--- src/rtl/complex_mult_arb.sv ---
// Round-robin arbiter sharing one external pipelined complex_mult between two requesters.
// Tracks result ownership with a tag pipeline aligned to the multiplier latency.
module complex_mult_arb #(
    parameter int W        = 8,
    parameter int MULT_LAT = 2
) (
    input  logic         clk,
    input  logic         rst_n,
    input  logic         req0_valid,
    output logic         req0_ready,
    input  logic [W-1:0] req0_a1,
    input  logic [W-1:0] req0_b1,
    input  logic [W-1:0] req0_a2,
    input  logic [W-1:0] req0_b2,
    input  logic         req1_valid,
    output logic         req1_ready,
    input  logic [W-1:0] req1_a1,
    input  logic [W-1:0] req1_b1,
    input  logic [W-1:0] req1_a2,
    input  logic [W-1:0] req1_b2,
    output logic [W-1:0] a1,
    output logic [W-1:0] b1,
    output logic [W-1:0] a2,
    output logic [W-1:0] b2,
    input  logic [W-1:0] res_re,
    input  logic [W-1:0] res_im,
    output logic         rsp0_valid,
    output logic [W-1:0] rsp0_re,
    output logic [W-1:0] rsp0_im,
    output logic         rsp1_valid,
    output logic [W-1:0] rsp1_re,
    output logic [W-1:0] rsp1_im,
    output logic         busy
);

    // Entry 0 sits beside the operand register; entries 1..MULT_LAT track the multiplier stages.
    localparam int D = MULT_LAT + 1;

    logic         last_q, last_d;
    logic         grant, gid;
    logic [W-1:0] a1_q, b1_q, a2_q, b2_q;
    logic [W-1:0] a1_d, b1_d, a2_d, b2_d;
    logic [D-1:0] tvld_q, tid_q;
    logic         rsp0_valid_q, rsp1_valid_q;
    logic [W-1:0] rsp0_re_q, rsp0_im_q, rsp1_re_q, rsp1_im_q;
    logic         tag_out_vld, tag_out_id;

    always_comb begin
        req0_ready = req0_valid && (!req1_valid || last_q);
        req1_ready = req1_valid && (!req0_valid || !last_q);
        grant      = req0_ready || req1_ready;
        gid        = req1_ready;
        last_d     = grant ? gid : last_q;
        a1_d       = '0;
        b1_d       = '0;
        a2_d       = '0;
        b2_d       = '0;
        if (req0_ready) begin
            a1_d = req0_a1;
            b1_d = req0_b1;
            a2_d = req0_a2;
            b2_d = req0_b2;
        end else if (req1_ready) begin
            a1_d = req1_a1;
            b1_d = req1_b1;
            a2_d = req1_a2;
            b2_d = req1_b2;
        end
    end

    assign tag_out_vld = tvld_q[D-1];
    assign tag_out_id  = tid_q[D-1];

    always_ff @(posedge clk or negedge rst_n) begin
        if (!rst_n) begin
            last_q <= 1'b1;
            a1_q   <= '0;
            b1_q   <= '0;
            a2_q   <= '0;
            b2_q   <= '0;
            tvld_q <= '0;
            tid_q  <= '0;
        end else begin
            last_q <= last_d;
            a1_q   <= a1_d;
            b1_q   <= b1_d;
            a2_q   <= a2_d;
            b2_q   <= b2_d;
            tvld_q <= {tvld_q[D-2:0], grant};
            tid_q  <= {tid_q[D-2:0], gid};
        end
    end

    // Results are captured at the edge where the owning tag leaves the pipeline.
    always_ff @(posedge clk or negedge rst_n) begin
        if (!rst_n) begin
            rsp0_valid_q <= 1'b0;
            rsp1_valid_q <= 1'b0;
            rsp0_re_q    <= '0;
            rsp0_im_q    <= '0;
            rsp1_re_q    <= '0;
            rsp1_im_q    <= '0;
        end else begin
            rsp0_valid_q <= tag_out_vld && !tag_out_id;
            rsp1_valid_q <= tag_out_vld && tag_out_id;
            if (tag_out_vld && !tag_out_id) begin
                rsp0_re_q <= res_re;
                rsp0_im_q <= res_im;
            end
            if (tag_out_vld && tag_out_id) begin
                rsp1_re_q <= res_re;
                rsp1_im_q <= res_im;
            end
        end
    end

    assign a1         = a1_q;
    assign b1         = b1_q;
    assign a2         = a2_q;
    assign b2         = b2_q;
    assign rsp0_valid = rsp0_valid_q;
    assign rsp0_re    = rsp0_re_q;
    assign rsp0_im    = rsp0_im_q;
    assign rsp1_valid = rsp1_valid_q;
    assign rsp1_re    = rsp1_re_q;
    assign rsp1_im    = rsp1_im_q;
    assign busy       = |tvld_q;

endmodule

--- config.mk ---
export PLATFORM = sky130hd
export DESIGN_NAME = complex_mult_arb
export DESIGN_NICKNAME = d
export VERILOG_FILES = /design/src/rtl/complex_mult_arb.sv
export SDC_FILE = /design/constraint.sdc
export NUM_CORES = 1
export LEC_CHECK = 0
export ABC_AREA = 1
export BUFFER_PORTS_ARGS = -buffer_cell sky130_fd_sc_hd__buf_2
export CORE_ASPECT_RATIO = 1.5
export CORE_MARGIN = 3
export CORE_UTILIZATION = 42
export CTS_BUF_LIST = sky130_fd_sc_hd__clkbuf_4 sky130_fd_sc_hd__clkbuf_8
export DETAILED_ROUTE_END_ITERATION = 10
export GPL_TIMING_DRIVEN = 1
export PLACE_DENSITY = 0.86
export SLEW_MARGIN = 40
export SYNTH_ARGS = -nofsm -noshare
export SYNTH_HDL_FRONTEND = slang
export SYNTH_SLANG_ARGS = --single-unit
--- constraint.sdc ---
create_clock -name clk -period 1.09 [get_ports clk]
set_input_delay 0.2725 -clock clk [delete_from_list [all_inputs] [get_ports clk]]
set_output_delay 0.2725 -clock clk [all_outputs]
set_load 0.05 [all_outputs]
==> results.ini <==
[outcome]
violations=negative setup slack
status=finished, violations left

[power]
combPwrFrac_pct=41.4
fin_total_pwr_w=0.00974
p_per_area_nw_per_um2=1900
clkPwrFrac_pct=23.5
switching_share_pct=39.4
power_switching_w=0.00384
seq_power_share_pct=35.2
peakVddDrop_uv=863
p_int_w=0.00590
p_leak_nw=2.71

[logic_synthesis]
synth_mux_area_share_pct=0
ys_ff_latch=73
seq_area_frac_synth_pct=60.3
syn-num-nets=370
netlist.area_leader.share_pct=59.4
synthCells=286
avgSynthCellArea_um2=10.6
netlist_area_um2=3030
synthAdderAreaFrac_pct=0
synth_compound_area_share_pct=5.61
yosys.area_share.xor_xnor_pct=0
ys_types=17
ys_top_cells_by_area=dfrtp_1, nand3_2, nand2_1
synthSimpleGateAreaFrac_pct=25.0
ys_warn_count=0
synth_top_cell_by_area=dfrtp_1
synth_top_family_by_area=simple AND/OR/NAND/NOR gates

[floorplan]
die_area_um2=8300
coreArea_um2=6940
ios=153
start_util_pct=43.7
die_h_um=110
rows=37
die_w_um=75.4

[sta]
setup_viol=116
timing.final.crit_share_pct=138
finalCriticalPeriod_ns=1.51
slew_viol_final=0
setup_tns_ns=-15.82
maxSlewHeadroom_pct=71.1
skew_ns=0.0121
rsz0062_at_grt=true
layout_setup_ws_ns=-0.418
fmax_mhz=663
tightest_slew_ns=0.434
hold_violations=0
hold_slack_ns=0.160

[route]
vias_per_cell=5.64
drc=0
detail_route.wl_per_cell_um=21.5
drtIter0Drc=322
vias=3210
firstDrtPassIters=7
ant_nets=0
totalWireLength_mm=12.2

[grt]
grt_pass1_wl_mm=15.0
grt_max_degree=44
track_usage_pct=24.8
antenna_found_initial=1
grt-ovfl-total=0
grt_pass1_vias=2933

[layout]
final_cell_mix=buf_2, dfrtp_1, buf_6
area_delta_synth_final_pct=68.6
fin_area_um2=5110
instances_no_fill=569
mostFrequentLayoutCell=buf_2
insertedDiodeCount=0
fin_nets=570
drive_gt1_share_pct=56.2

[clocking]
clockBufferDepth=2
cts.sinks=73
cts_root_buf=clkbuf_8
htreeDepth=3
cts_tree=done
cts-buffers-inserted=9
clk_latency_ns=0.34
clk_pin_slew_ns=0.08

[placed_design]
port_buffers=152
dp.cells=512
globalplace.congestion=0.717
place_area_um2=3920
post-dp-hpwl_mm=5.89

[critical_path]
end_kind=output pin
crit_arrival_ns=1.24
worst-path-max-fanout=2
crit_type=reg -> out
startpoint_type=flop
cp_data_required_time_ns=0.82

[job]
maxCapViolCount=0

[hold_path]
hold_path_class=in -> reg

## area by class of cell
class / instances / area, um2
multi-input combinational: 171 / 1040
clock buffer: 12 / 159
tap: 78 / 97.6
inverter: 22 / 85.1
clock inverter: 4 / 51.3
timing repair buffer: 209 / 1850
fill: 388 / 1830
sequential: 73 / 1830
## registers in the layout (all words and copies together) (netlist names)
name	flops
last_q	1
a1	8
rsp1_re	8
tvld_q	3
rsp0_re	8
tid_q	3
a2	8
rsp1_valid	1
rsp0_valid	1
rsp0_im	8
rsp1_im	8
b2	8
b1	8
## metrics by stage
| step | util (%) | worst slack (ns) |
|---|---|---|
| 6_report | 73.7 | -0.418 |
| 2_1_floorplan | - | -0.102 |
| 5_1_grt | 73.7 | -0.458 |
| 3_3_place_gp | 56.5 | -0.126 |
| 4_1_cts | 70.8 | -0.443 |
| 3_5_place_dp | 56.5 | -0.164 |
## Yosys cell counts (all sizes together)
| master | n |
|---|---|
| dfrtp | 72 |
| o21ai | 34 |
| nand2 | 71 |
| buf | 20 |
| nor2 | 1 |
| inv | 22 |
| dfstp | 1 |
| nand3 | 65 |
## path summary, 6_finish.rpt
path	startpoint	end	slack, ns	cells past startpoint
setup / recovery	last_q	req1_ready	-0.42	4
hold / removal	req0_a2[3]	a2[3]	0.16	3
setup reg to reg	last_q	b2[0]	-0.32	8
hold reg to reg	tid_q[1]	tid_q[2]	0.37	0
max in group asynchronous	rst_n	a2[2]	0.22	3
min in group asynchronous	rst_n	rsp1_re[7]	0.34	2
## power groups by stage
stage               Sequential, W  Combinational [W]  Clock (W)
detailed placement        0.00333            0.00279          0
global placement          0.00331            0.00274          0
floorplan                 0.00465           0.000692          0
global route              0.00345            0.00420    0.00241
finish                    0.00342            0.00403    0.00228
CTS                       0.00337            0.00361    0.00222
## per-layer routing
metal | up-vias | wire [um] | track usage (%)
li1 | 1323 | - | -
met1 | 1556 | 3970 | 26.3
met2 | 256 | 6430 | 46.2
met3 | 75 | 1120 | 5.72
met4 | 0 | 715 | 9.00
met5 | - | 0 | 0
## repair_timing
action | 4_1_cts | 5_1_grt
gates resized for setup | 155 | 38
gates cloned | 5 | 6
endpoints found under the hold margin | 8 | 0
endpoints found under the setup margin | 103 | 128
hold buffers | 1 | 0
buffers inserted | 19 | 18
pin swaps | 6 | 15
## critical path, cell delays in order (launching register included)
cell and delay [ns]:
dfstp_2 0.58, inv_4 0.06, nand2_8 0.07, nand2_8 0.05, buf_8 0.15
## cells by family (layout without fill, tap and decap cells)
| group | count (synthesis) | after routing |
|---|---|---|
| buffers and inverters | 42 | 247 |
| AOI/OAI and AO/OA | 34 | 34 |
| and+or+nand+nor | 137 | 137 |
| DFF | 73 | 73 |
Note: power is estimated with default switching activity, not from simulation.
